## config.mk

```make
export PLATFORM = sky130hd
export DESIGN_NAME = motoro3_pwm_capture
export DESIGN_NICKNAME = d
export VERILOG_FILES = /design/src/rtl/motoro3_pwm_capture.sv
export SDC_FILE = /design/constraint.sdc
export NUM_CORES = 1
export LEC_CHECK = 0
export CORE_UTILIZATION = 55
export DETAILED_ROUTE_END_ITERATION = 6
export PLACE_DENSITY = 0.8
export SYNTH_ARGS = -nofsm -noshare
export SYNTH_HDL_FRONTEND = slang
export SYNTH_SLANG_ARGS = --single-unit
```

## constraint.sdc

```tcl
create_clock -name clk -period 2.8 [get_ports clk]
set_input_delay 0.56 -clock clk [delete_from_list [all_inputs] [get_ports clk]]
set_output_delay 0.56 -clock clk [all_outputs]
set_load 0.03 [all_outputs]
```

## src/rtl/motoro3_pwm_capture.sv

```systemverilog
// PWM receive-side capture: synchronizes and filters a PWM line, measures pulse high time and period,
// accumulates delivered high time per commutation step and counts short pulses.
module motoro3_pwm_capture #(
    parameter int unsigned SYNC_STAGES = 2,
    parameter int unsigned FILT_LEN    = 3
) (
    input  logic        clk,
    input  logic        nRst,
    input  logic        capEnable,
    input  logic        pwmIn,
    input  logic        stepStart,
    input  logic [15:0] wantAcc,
    input  logic [11:0] minPulse,
    output logic        pulseValid,
    output logic [15:0] pulseHigh,
    output logic [15:0] pulsePeriod,
    output logic        stepDone,
    output logic [15:0] stepReal,
    output logic [15:0] stepLost,
    output logic [7:0]  minViolCnt,
    output logic        satErr
);

    localparam int unsigned CNT_W  = 16;
    localparam int unsigned FILT_W = 4;
    localparam logic [CNT_W-1:0] CNT_MAX = '1;
    localparam logic [7:0] VIOL_MAX = '1;

    typedef enum logic [1:0] {
        IDLE,
        WAIT_RISE,
        HIGH,
        LOW
    } capState_e;

    capState_e capState;

    logic [SYNC_STAGES-1:0] syncQ;
    logic                   syncLvl;
    logic [FILT_W-1:0]      filtCnt;
    logic                   filtLvl;
    logic                   riseEdge;
    logic                   fallEdge;
    logic [CNT_W-1:0]       hiCnt;
    logic [CNT_W-1:0]       perCnt;
    logic [CNT_W-1:0]       hiLatch;
    logic [CNT_W-1:0]       acc;
    logic [CNT_W-1:0]       accView_c;
    logic                   accContrib_c;

    assign syncLvl = syncQ[SYNC_STAGES-1];

    // Synchronizer chain for the asynchronous PWM line.
    always_ff @(negedge clk or negedge nRst) begin
        if (!nRst) begin
            syncQ <= '0;
        end else begin
            syncQ <= {syncQ[SYNC_STAGES-2:0], pwmIn};
        end
    end

    // Level filter: both edges see the same delay, so measured widths are preserved.
    always_ff @(negedge clk or negedge nRst) begin
        if (!nRst) begin
            filtCnt  <= '0;
            filtLvl  <= 1'b0;
            riseEdge <= 1'b0;
            fallEdge <= 1'b0;
        end else begin
            riseEdge <= 1'b0;
            fallEdge <= 1'b0;
            if (syncLvl != filtLvl) begin
                if (filtCnt == FILT_W'(FILT_LEN - 1)) begin
                    filtLvl  <= syncLvl;
                    filtCnt  <= '0;
                    riseEdge <= syncLvl;
                    fallEdge <= !syncLvl;
                end else begin
                    filtCnt <= filtCnt + FILT_W'(1);
                end
            end else begin
                filtCnt <= '0;
            end
        end
    end

    // Pulse measurement FSM.
    always_ff @(negedge clk or negedge nRst) begin
        if (!nRst) begin
            capState    <= IDLE;
            hiCnt       <= '0;
            perCnt      <= '0;
            hiLatch     <= '0;
            pulseValid  <= 1'b0;
            pulseHigh   <= '0;
            pulsePeriod <= '0;
            minViolCnt  <= '0;
            satErr      <= 1'b0;
        end else begin
            pulseValid <= 1'b0;
            if (!capEnable) begin
                capState <= IDLE;
                hiCnt    <= '0;
                perCnt   <= '0;
            end else begin
                case (capState)
                    IDLE: begin
                        hiCnt    <= '0;
                        perCnt   <= '0;
                        capState <= WAIT_RISE;
                    end
                    WAIT_RISE: begin
                        if (riseEdge) begin
                            hiCnt    <= CNT_W'(1);
                            perCnt   <= CNT_W'(1);
                            capState <= HIGH;
                        end
                    end
                    HIGH: begin
                        if (hiCnt == CNT_MAX || perCnt == CNT_MAX) begin
                            satErr   <= 1'b1;
                            capState <= WAIT_RISE;
                        end else if (fallEdge) begin
                            hiLatch  <= hiCnt;
                            perCnt   <= perCnt + CNT_W'(1);
                            capState <= LOW;
                            if (minPulse != '0 && hiCnt < CNT_W'(minPulse) && minViolCnt != VIOL_MAX) begin
                                minViolCnt <= minViolCnt + 8'd1;
                            end
                        end else begin
                            hiCnt  <= hiCnt + CNT_W'(1);
                            perCnt <= perCnt + CNT_W'(1);
                        end
                    end
                    LOW: begin
                        if (perCnt == CNT_MAX) begin
                            satErr   <= 1'b1;
                            capState <= WAIT_RISE;
                        end else if (riseEdge) begin
                            pulseValid  <= 1'b1;
                            pulseHigh   <= hiLatch;
                            pulsePeriod <= perCnt;
                            hiCnt       <= CNT_W'(1);
                            perCnt      <= CNT_W'(1);
                            capState    <= HIGH;
                        end else begin
                            perCnt <= perCnt + CNT_W'(1);
                        end
                    end
                    default: capState <= IDLE;
                endcase
            end
        end
    end

    assign accContrib_c = capEnable && filtLvl;
    assign accView_c    = capEnable ? acc : '0;

    // Step accumulator: the boundary cycle's sample seeds the next step.
    always_ff @(negedge clk or negedge nRst) begin
        if (!nRst) begin
            acc      <= '0;
            stepDone <= 1'b0;
            stepReal <= '0;
            stepLost <= '0;
        end else begin
            stepDone <= 1'b0;
            if (stepStart) begin
                stepDone <= 1'b1;
                stepReal <= accView_c;
                stepLost <= wantAcc - accView_c;
                acc      <= CNT_W'(accContrib_c);
            end else if (!capEnable) begin
                acc <= '0;
            end else if (accContrib_c && acc != CNT_MAX) begin
                acc <= acc + CNT_W'(1);
            end
        end
    end

endmodule

```

# Word level (Yosys, flattened, before mapping)
# Index checks and enable logic that the tools add are counted.
dict set report word_totals {
  wordCells 96
  reg_bits 150
  inputBits 33
}
dict set report op_classes {
  n_eq_ne 17
  reduce_logical 16
  bitwise 2
  n_mux 36
  addsub 6
  order_cmp 1
}
# operator n
set op_table {}
lappend op_table {{two-way mux 16 bit} 14}
lappend op_table {{one-hot mux 16 bit (4 select lines)} 2}
lappend op_table {{adder 16 x 1 -> 16 bit (second input constant)} 3}
lappend op_table {{== test 16 bit (second input constant)} 2}
lappend op_table {{less-than comparator 16 x 12 -> 1 bit} 1}
lappend op_table {{inequality test 16 bit (second input constant)} 1}
lappend op_table {{subtractor 16 bit} 1}
lappend op_table {{inequality test 3 bit (second input constant)} 4}
lappend op_table {{AND reduction 4 bit} 3}
lappend op_table {{nonzero test 12 bit} 1}
lappend op_table {{two-way mux 1 bit} 11}
lappend op_table {{two-way mux 2 bit} 5}
lappend op_table {{adder 8 x 1 -> 8 bit (second input constant)} 1}
lappend op_table {{two-way mux 4 bit} 2}
lappend op_table {{inequality test 8 bit (second input constant)} 1}
lappend op_table {{one-hot mux 2 bit (4 select lines)} 1}
lappend op_table {{AND reduction 3 bit} 2}
lappend op_table {{AND reduction 5 bit} 1}
lappend op_table {{adder 4 x 1 -> 4 bit (second input constant)} 1}
lappend op_table {{== test 2 bit (second input constant)} 2}
lappend op_table {{== test 4 x 2 -> 1 bit (second input constant)} 1}
lappend op_table {{logical AND 1 bit} 4}
lappend op_table {{inequality test 2 bit (second input constant)} 2}
lappend op_table {{inequality test 4 bit (second input constant)} 1}
lappend op_table {{other kinds (10)} 11}

# Longest topological paths before layout
# Gate-level depths: netlist of run 1.
dict set report depth {
  depth_word 5
  depth_mapped 11
}

==> metrics.csv, run 1 <==
stage,metric,value,unit
routing,Iter 0 DRT Violations,967,
synth,ys async rst share,1.00,
placed_design,RePlAce Congestion,0.888,
global_route,initial antenna violation count,0,
finish,# fillers,510,
worst_setup_path,CP arrival,2.55,ns
routing,DRC,0,
finish,# diodes,0,
synth,Synth Area in Compound Gates,0.120,
synth,yosys warns,0,
worst_setup_path,"Slowest-stage cell, CP",fa_2,
finish,final core utilization,0.898,
min_path,Min-Delay Path Depth,0,
power_and_ir_drop,Tot Pwr,5.66,mW
synth,cell with the most instances after synthesis,dfrtn_1,
floorplanning,Die Y,120,um
worst_setup_path,critical path launch point type,primary input,
timing,skew final,0.0122,ns
floorplanning,FP Rows,42,
worst_setup_path,CP Cell Sequence,clkdlybuf4s15_1 -> inv_1 -> fa_2 -> nor2b_2 -> o31a_1 -> o22ai_4 -> buf_6 -> xnor2_1 -> mux2_4,
floorplanning,initial core utilization,0.571,
timing,Final Worst Setup Slack,-0.903,ns
global_route,GRT overflow,0,
worst_setup_path,buffers and inverters on the worst path,3,
synth,post-synthesis mux area share,0.0900,
finish,share of cells above drive strength 1,0.480,
routing,Detail Route Antenna Nets,0,
finish,area grow syn2layout,57.3,%
job,Max Cap Viol,0,
timing,Final setup viols,178,
clocking,CTS tree,yes,
synth,cell taking the most area after synthesis,dfrtn_1,
timing,endpoints failing hold,0,
synth,Synth area leaders,"dfrtn_1, mux2_2, ha_1",
min_path,hold worst-path end,syncQ[1],
power_and_ir_drop,VDD IR max,0.542,mV
routing,DR vias,7848,
clocking,worst skew pair latency,0.41,ns
clocking,clk slew on worst S/H paths,0.04,ns
clocking,CTS H-tree depth,4,
finish,nets@finish,1063,
placed_design,DP HPWL,13400,um
synth,Synth cell types,66,
power_and_ir_drop,Leakage,5.60,nW
outcome,status,"finished, violations left",
global_route,first-pass GRT wire length,34900,um
worst_setup_path,CP peak stage delay,0.42,ns
floorplanning,core box area,13400,sq um
synth,Synth Register Bits,150,
global_route,largest net degree at the start of global routing,41,
min_path,HP Start,syncQ[0],
timing,RSZ-0062 raised after global routing,true,
routing,via/cell ratio,6.62,
synth,"Cell Area, Synth",7650,sq um
worst_setup_path,"Max FO, Critical Path",4,
routing,total wire length,29500,um
worst_setup_path,worst r2r src,perCnt[1],
floorplanning,Die Wd,120,um
timing,Slew headroom,0.289,
clocking,Clock Path Buffers,2,
global_route,vias in the first global route,7063,
placed_design,PortBufs,107,
outcome,failing checks,setup timing,
worst_setup_path,"delay-heaviest family, CP",buffers and inverters,
clocking,clock root cell,clkbuf_16,
synth,adder-cell share of the synthesized area,0.0550,
worst_setup_path,kind of critical path,in -> reg,
clocking,CTS buffer count,17,
synth,synth cell count leaders,"dfrtn_1, nand2_1, mux2_2",
synth,Syn Nets,797,
synth,XOR/XNOR share of the synthesized area,0.0481,
synth,Mean Syn Cell Area,10.5,sq um
clocking,total clock sinks,150,
timing,Slew Limit Fails,0,
min_path,Hold Path Class,reg -> reg,
worst_setup_path,R2R Setup Slk,-0.09,ns
floorplanning,# IOs,108,
routing,wire per inst,24.9,um
worst_setup_path,required time of the critical path,1.65,ns
routing,Pre-Repair DR Iteration Count,6,
synth,largest family of logic cells by synthesized area,simple AND/OR/NAND/NOR gates,
global_route,Tot GR Track Use,0.312,
worst_setup_path,reg2reg end,hiCnt[10],
placed_design,pre-CTS setup slack,-1.63,ns
synth,Simple-Gate Fraction of Synth Area,0.168,
synth,"EDFF count, synth",0,
synth,"Top FF cell, synth",dfrtn_1,
power_and_ir_drop,P per Cell Area,470,nW/um^2
synth,sequential share of the synthesized area,0.491,
synth,Gate Count Post-Synth,731,
worst_setup_path,R2R cell count,8,
floorplanning,die area,14400,sq um
timing,Slew @ Worst Pin,1.06,ns
synth,post-synth top area share,0.491,
worst_setup_path,CP endpoint kind,register,
-- kinds of logic after synthesis --
logic type	count (synthesis)
and+or+nand+nor	252
DFF	150
AOI/OAI and AO/OA	142
muxes	61
buffers and inverters	51
xor gates and xnor gates	42
adders and majority gates	33
-- per-layer routing --
metal	global-route usage	vias to the layer above	part of all wire	wire length (um)
met5	0	-	0	0
met4	0.160	0	0.073	2160
met3	0.0542	219	0.080	2370
met2	0.538	648	0.49	14500
met1	0.374	3819	0.35	10500
li1	-	3162	-	-
-- stage by stage --
step	TNS [ns]	hold slack (ns)	cell area (sq um)	instances
after floorplan	-34.44	0.292	8140	731
after global placement	-127.90	0.293	9690	1062
after detailed placement	-130.10	0.299	9690	1062
after CTS	-38.90	0.299	11000	1136
after global routing	-51.36	0.331	12000	1186
final	-49.05	0.315	12000	1186
-- layout make-up --
cell class	count	area [sq um]	area share
clock inverter	9	67.6	0.00562
multi-input combinational	531	4650	0.386
clock buffer	23	488	0.0406
tap	176	220	0.0183
inverter	24	97.6	0.00811
sequential	150	3750	0.312
timing repair buffer	273	2760	0.229
-- cells in the final DEF (no fill, tap or decap), drive strengths merged, types with 15 or more instances in the layout --
cell	count
dfrtn	150
buf	239
nand3	32
mux2	59
a21oi	28
and3	15
nand2	76
ha	32
inv	27
nand4	15
clkbuf	34
o21ai	50
xnor2	29
nor2	58
-- how the worst max path moves through the flow --
stage	from	to	slack [ns]	cells after the start
2_1_floorplan	capEnable	stepLost[14]	-1.05	10
3_3_place_gp	capEnable	stepLost[13]	-1.58	11
3_5_place_dp	capEnable	stepLost[14]	-1.63	11
4_1_cts	capEnable	stepLost[14]	-0.82	11
5_1_grt	capEnable	stepLost[12]	-0.91	11
6_report	wantAcc[1]	stepLost[8]	-0.90	9
-- report_power, final --
part	leakage [nW]	internal, mW	switching [mW]
sequential	2.05	2.26	0.103
combinational	3.29	0.500	0.585
clock	0.267	1.23	0.972
-- flip-flops by register name, indices dropped and copies added (netlist names), 2 cells and up --
name,cells
stepLost,16
hiCnt,16
minViolCnt,8
stepReal,16
hiLatch,16
perCnt,16
pulsePeriod,16
pulseHigh,16
syncQ,2
capState,2
filtCnt,4
acc,16
-- worst register-to-register path, delay by kind of cell, from the launching register on --
| kind | cells | cell delay, ns |
|---|---|---|
| simple gates | 3 | 0.67 |
| xor+xnor | 1 | 0.29 |
| buf+inv | 1 | 0.27 |
| flops | 1 | 0.55 |
| fa+ha+maj | 1 | 0.35 |
| compound gates | 2 | 0.60 |
-- repair_timing --
action                     CTS  global route
hold buffers                 0             0
resized for setup          154           138
gates cloned                 2             8
buffers inserted            41            46
pin swaps                   25            53
setup endpoints to repair  188           181
No activity file was read; power rests on OpenSTA's default activity.
==> inputs of run 2 (changes only) <==
Settings changed: REMOVE_ABC_BUFFERS set to 1.
==> metrics.csv, run 2 (same netlist as run 1, synthesis figures left out) <==
stage,metric,value,unit,change
global_route,GRT overflow,0,,unchanged
floorplanning,Die Wd,120,um,unchanged
routing,total wire length,30600,um,+4.0%
worst_setup_path,CP Cell Sequence,buf_8 -> buf_6 -> buf_4 -> buf_12 -> nand2_1 -> ha_1 -> a21o_1 -> o21bai_1 -> a21oi_1 -> o221ai_2 -> xor2_1 -> mux2_2,,
global_route,initial antenna violation count,0,,unchanged
min_path,Hold Path Class,reg -> reg,,
finish,# fillers,474,,-7.1%
timing,Fin Hold WS,0.314,ns,-0.00150 ns
clocking,Clock Path Buffers,2,,unchanged
worst_setup_path,worst r2r src,perCnt[1],,
clocking,CTS buffer count,17,,unchanged
floorplanning,# IOs,108,,unchanged
placed_design,DP HPWL,12900,um,-3.2%
finish,"commonest non-fill, non-tap cell in the layout",dfrtn_1,,
finish,nets@finish,1053,,-0.94%
finish,area grow syn2layout,55.9,%,
min_path,HP Start,syncQ[0],,
routing,Iter 0 DRT Violations,969,,+0.21%
timing,Final Worst Setup Slack,-0.982,ns,-0.0792 ns
finish,share of cells above drive strength 1,0.444,,-0.0362
outcome,status,"finished, violations left",,
routing,DR vias,7900,,+0.66%
timing,Final setup viols,186,,+4.5%
timing,RSZ-0062 raised after global routing,true,,
finish,most frequent cells in the layout,"dfrtn_1, buf_4, buf_6, nand2_1, nor2_1",,
power_and_ir_drop,VDD IR max,0.430,mV,-21%
clocking,clock root cell,clkbuf_16,,
floorplanning,Die Y,120,um,unchanged
timing,Slew Limit Fails,0,,unchanged
worst_setup_path,CP endpoint kind,register,,
timing,skew final,0.00686,ns,-0.00532 ns
global_route,largest net degree at the start of global routing,38,,-7.3%
clocking,CTS H-tree depth,4,,unchanged
worst_setup_path,"Max FO, Critical Path",8,,+4
worst_setup_path,critical path launch point type,primary input,,
job,Max Cap Viol,0,,unchanged
placed_design,PortBufs,107,,unchanged
worst_setup_path,"Slowest-stage cell, CP",ha_1,,
placed_design,RePlAce Congestion,0.918,,+3.4%
worst_setup_path,"delay-heaviest family, CP",compound AO/OA/AOI/OAI gates,,
finish,# diodes,0,,unchanged
routing,DRC,0,,unchanged
clocking,total clock sinks,150,,unchanged
clocking,clk slew on worst S/H paths,0.05,ns,about the same
worst_setup_path,required time of the critical path,1.66,ns,about the same
power_and_ir_drop,Leakage,5.53,nW,-1.2%
timing,Slew @ Worst Pin,0.981,ns,-0.0801 ns
worst_setup_path,Crit. Startpoint,capEnable,,
timing,endpoints failing hold,0,,unchanged
finish,Seq. cell area,3750,sq um,unchanged
finish,final core utilization,0.890,,-0.00784
worst_setup_path,buffers and inverters on the worst path,4,,+1
finish,multi-input logic area,4450,sq um,-4.2%
routing,Detail Route Antenna Nets,0,,unchanged
clocking,worst skew pair latency,0.42,ns,about the same
clocking,CTS tree,yes,,
placed_design,placed cell area,9350,sq um,-3.5%
timing,Slew headroom,0.342,,+0.0537
outcome,failing checks,setup timing,,
global_route,Tot GR Track Use,0.322,,+0.00963
floorplanning,core box area,13400,sq um,unchanged
worst_setup_path,kind of critical path,in -> reg,,
finish,Finished Layout Cells,1176,,-0.84%
placed_design,number of instances in the placed design,1053,,-0.85%
global_route,first-pass GRT wire length,35900,um,+2.6%
finish,finished layout cell area,11900,sq um,-0.87%
routing,via/cell ratio,6.72,,+1.5%
routing,Pre-Repair DR Iteration Count,6,,unchanged
routing,wire per inst,26.1,um,+4.9%
power_and_ir_drop,P per Cell Area,503,nW/um^2,+6.9%
global_route,vias in the first global route,7290,,+3.2%
floorplanning,initial core utilization,0.571,,unchanged
worst_setup_path,CP peak stage delay,0.27,ns,-0.15 ns
floorplanning,FP Rows,42,,unchanged
worst_setup_path,CP arrival,2.64,ns,+0.09 ns
floorplanning,die area,14400,sq um,unchanged
==> run 2: changes by cell type in the layout (fill, tap and decap cells not counted), sizes merged <==
cell / previous run / this run
clkinvlp: 3 / 1
inv: 27 / 24
clkinv: 3 / 7
a211o: 4 / 3
dlymetal6s2s: 3 / 2
clkdlybuf4s50: 9 / 12
clkbuf: 34 / 25
dlygate4sd2: 8 / 9
bufinv: 0 / 5
clkdlybuf4s15: 3 / 4
buf: 239 / 231
==> run 2: final timing paths <==
| kind | to | slack (ns) | cells after the start |
|---|---|---|---|
| max reg2reg | perCnt[0] | -0.20 | 7 |
| max in group asynchronous | pulsePeriod[12] | 0.99 | 2 |
| min reg2reg | syncQ[1] | 0.31 | 0 |
| max | stepLost[14] | -0.98 | 12 |
| min in group asynchronous | minViolCnt[7] | 1.30 | 1 |
| min | syncQ[1] | 0.31 | 0 |
==> run 2: per-layer routing <==
| metal | vias up | global-route usage | wire length [um] |
|---|---|---|---|
| met5 | - | 0 | 0 |
| met4 | 0 | 0.170 | 2460 |
| met3 | 240 | 0.0551 | 2690 |
| met2 | 717 | 0.557 | 14800 |
| met1 | 3800 | 0.381 | 10700 |
| li1 | 3143 | - | - |
==> run 2: power breakdown <==
part	internal, mW	switching, mW	total [mW]
Clock	1.60	0.980	2.58
Combinational	0.476	0.573	1.05
Sequential	2.26	0.104	2.37
Total	4.34	1.66	6.00
==> run 2: area by class of cell <==
type | count | area share
multi-input cells | 530 | 0.373
flip-flops and latches | 150 | 0.315
repair buffers | 264 | 0.231
clock buffers | 19 | 0.0371
well taps | 176 | 0.0185
clock inverters | 13 | 0.0171
inverters | 24 | 0.00756
==> run 2: timing repair <==
item	in CTS	in global routing
hold buffers	0	0
setup buffers	36	50
cloned	4	5
pin swaps	33	62
gates resized for setup	166	154
setup endpoints to repair	207	179
==> run 2: metrics by stage <==
stage          power, mW  TNS [ns]  setup slack, ns
2_1_floorplan       2.74    -77.47            -1.23
3_3_place_gp        3.06   -149.53            -1.78
3_5_place_dp        3.10   -152.52            -1.89
4_1_cts             5.72    -52.46           -0.858
5_1_grt             6.12    -80.45            -1.03
6_report            6.00    -78.71           -0.982
==> inputs of run 3 (changes only) <==
Settings changed: ABC_AREA set to 1, CORE_ASPECT_RATIO set to 0.5, CORE_UTILIZATION 55 to 56.
==> metrics.csv, run 3 <==
stage,metric,value,unit,change
placed_design,RePlAce Congestion,0.941,,+2.5%
synth,cell taking the most area after synthesis,dfrtn_1,,
synth,Gate Count Post-Synth,1120,,+53%
finish,area grow syn2layout,52.4,%,
timing,Slew Limit Fails,0,,unchanged
finish,nets@finish,1457,,+38%
min_path,HP Start,syncQ[0],,
floorplanning,Die Y,89.4,um,-25%
global_route,largest net degree at the start of global routing,31,,-18%
floorplanning,FP Rows,31,,-26%
worst_setup_path,R2R cell count,14,,+7
synth,post-synth top area share,0.439,,-0.0522
clocking,CTS H-tree depth,4,,unchanged
floorplanning,die area,15800,sq um,+9.9%
placed_design,PortBufs,107,,unchanged
clocking,CTS buffer count,17,,unchanged
power_and_ir_drop,Clk pwr share,0.414,,-0.016
worst_setup_path,CP Cell Sequence,buf_12 -> nand2_1 -> ha_4 -> buf_4 -> nand2_1 -> nor2_1 -> nand2_1 -> nand2_2 -> nand3_2 -> nand2_1 -> nand2_1 -> nand3_1 -> nand2_1,,
placed_design,pre-CTS setup slack,-1.23,ns,+0.663 ns
routing,DRC,18,,+18
global_route,met3 GRT Util,0.102,,+0.0465
power_and_ir_drop,Sw Ratio,0.297,,+0.0211
global_route,first-pass GRT wire length,45900,um,+28%
finish,most frequent cells in the layout,"nand2_1, dfrtn_1, buf_4, buf_6, inv_1",,
power_and_ir_drop,Reg power frac,0.400,,+0.005
floorplanning,# IOs,108,,unchanged
worst_setup_path,worst r2r src,hiCnt[1],,
worst_setup_path,critical path launch point type,primary input,,
worst_setup_path,buffers and inverters on the worst path,2,,-2
synth,sequential share of the synthesized area,0.439,,-0.0522
synth,yosys warns,0,,unchanged
worst_setup_path,CP endpoint kind,register,,
synth,ys async rst share,1.00,,unchanged
global_route,vias in the first global route,9331,,+28%
synth,"Top FF cell, synth",dfrtn_1,,
timing,Slew @ Worst Pin,0.532,ns,-0.449 ns
routing,DR vias,10030,,+27%
floorplanning,core box area,14700,sq um,+9.7%
routing,via/cell ratio,6.26,,-6.9%
synth,"EDFF count, synth",0,,unchanged
clocking,CTS tree,yes,,
timing,Final Worst Setup Slack,-0.509,ns,+0.473 ns
outcome,failing checks,"DRC, setup timing",,
routing,total wire length,33500,um,+9.2%
placed_design,DP HPWL,15800,um,+22%
job,Max Cap Viol,0,,unchanged
global_route,GRT met2 Usage,0.687,,+0.129
finish,"commonest non-fill, non-tap cell in the layout",nand2_1,,
worst_setup_path,most used cell along the critical path,nand2_1,,
synth,Synth Register Bits,150,,unchanged
power_and_ir_drop,internal power,4.17,mW,-4.0%
floorplanning,initial core utilization,0.582,,+0.0115
routing,Detail Route Antenna Nets,0,,unchanged
finish,share of cells above drive strength 1,0.363,,-0.0808
synth,cell with the most instances after synthesis,nand2_1,,
timing,Slew headroom,0.645,,+0.303
global_route,GRT overflow,0,,unchanged
worst_setup_path,reg2reg end,perCnt[3],,
synth,Synth area leaders,"dfrtn_1, nand2_1, ha_1",,
routing,Pre-Repair DR Iteration Count,7,,+1
routing,wire per inst,20.9,um,-20%
worst_setup_path,"delay-heaviest family, CP",simple AND/OR/NAND/NOR gates,,
timing,RSZ-0062 raised after global routing,true,,
power_and_ir_drop,P per Cell Area,455,nW/um^2,-9.6%
placed_design,number of instances in the placed design,1478,,+40%
clocking,CTS Hold Bufs,0,,unchanged
floorplanning,Die Wd,177,um,+47%
clocking,Clock Path Buffers,2,,unchanged
worst_setup_path,CP peak stage delay,0.33,ns,+0.06 ns
worst_setup_path,CP arrival,2.17,ns,-0.47 ns
worst_setup_path,R2R Setup Slk,0.22,ns,+0.42 ns
global_route,initial antenna violation count,1,,+1
clocking,total clock sinks,150,,unchanged
timing,Final setup viols,113,,-39%
finish,Finished Layout Cells,1603,,+36%
clocking,clock root cell,clkbuf_16,,
timing,Fin Setup TNS,-19.59,ns,+59.12 ns
worst_setup_path,required time of the critical path,1.66,ns,about the same
timing,endpoints failing hold,0,,unchanged
worst_setup_path,"Max FO, Critical Path",7,,-1
outcome,status,"finished, violations left",,
synth,Synth cell types,44,,-33%
global_route,Tot GR Track Use,0.380,,+0.0577
placed_design,placed cell area,10300,sq um,+9.7%
synth,"Cell Area, Synth",8560,sq um,+12%
min_path,Hold Path Class,reg -> reg,,
timing,Fin Hold WS,0.298,ns,-0.0154 ns
min_path,hold worst-path end,syncQ[1],,
power_and_ir_drop,Leakage,6.34,nW,+15%
worst_setup_path,kind of critical path,in -> reg,,
finish,finished layout cell area,13000,sq um,+9.4%
worst_setup_path,"Slowest-stage cell, CP",ha_4,,
power_and_ir_drop,Psw,1.76,mW,+6.4%
synth,synth cell count leaders,"nand2_1, dfrtn_1, inv_1",,
power_and_ir_drop,VDD IR max,0.395,mV,-8.0%
global_route,Top Usage Layer GRT,met2,,
global_route,met1 Use GR,0.422,,+0.0409
worst_setup_path,Crit. Startpoint,capEnable,,
routing,Iter 0 DRT Violations,1293,,+33%
synth,Mean Syn Cell Area,7.64,sq um,-27%
timing,skew final,0.00921,ns,+0.00236 ns
clocking,clk slew on worst S/H paths,0.05,ns,about the same
min_path,Min-Delay Path Depth,0,,unchanged
power_and_ir_drop,combinational fraction of design power,0.186,,+0.011
clocking,worst skew pair latency,0.42,ns,about the same
==> run 3: changes by cell type in the layout (fill, tap and decap cells not counted), sizes merged, moves of 21 or more <==
| cell | previous run | this run |
|---|---|---|
| nand2 | 76 | 393 |
| inv | 24 | 113 |
| nand3 | 32 | 71 |
| xnor2 | 29 | 8 |
| o21ai | 50 | 103 |
| buf | 231 | 256 |
| mux2 | 59 | 0 |
| nand4 | 15 | 37 |
| nor2 | 58 | 94 |
==> run 3: power by group through the flow <==
stage	logic, mW	registers, mW	clock network, mW
final	1.10	2.37	2.46
after global routing	1.16	2.38	2.53
after CTS	0.951	2.36	2.41
after detailed placement	0.733	2.38	0
after global placement	0.712	2.38	0
after floorplan	0.294	2.45	0
==> run 3: layout make-up <==
type	instances	area [sq um]
Timing Repair Buffer	282	2870
Sequential cell	150	3750
Tap cell	198	248
Multi-Input combinational cell	827	5110
Antenna cell	1	2.50
Fill cell	636	1660
Clock buffer	22	454
Clock inverter	10	146
Inverter	113	458
==> run 3: worst max-delay path by stage <==
stage | endpoint | depth (start not counted)
after floorplan | stepLost[14] | 14
final | stepLost[15] | 13
after CTS | stepLost[8] | 15
after global placement | stepLost[14] | 14
after detailed placement | stepLost[14] | 14
after global routing | stepLost[15] | 13
==> run 3: cell families (layout without fill, tap and decap cells) <==
family / Yosys count / in the layout / share of synthesized area
flip-flops: 150 / 150 / 0.439
adder cells (fa/ha/maj): 33 / 33 / 0.0491
buffers and inverters: 147 / 427 / 0.0715
XOR/XNOR: 24 / 24 / 0.0246
other: 0 / 1 / 0
AO/OA/AOI/OAI: 151 / 151 / 0.0981
AND/OR/NAND/NOR: 615 / 619 / 0.318
==> run 3: routing by layer <==
layer	part of all wire	vias to the layer above
met4	0.072	0
met5	0	-
met1	0.35	4710
met3	0.11	277
li1	-	4221
met2	0.47	822
==> run 3: per-stage QoR <==
step / utilization / power [mW]
3_3_place_gp: 0.697 / 3.10
3_5_place_dp: 0.697 / 3.11
6_report: 0.887 / 5.93
4_1_cts: 0.855 / 5.72
5_1_grt: 0.887 / 6.07
2_1_floorplan: - / 2.74
==> run 3: repair_timing <==
item | CTS | global route
pin swaps | 65 | 53
endpoints found under the setup margin | 211 | 192
cloned | 11 | 1
gates resized for setup | 318 | 97
buffers inserted | 56 | 29
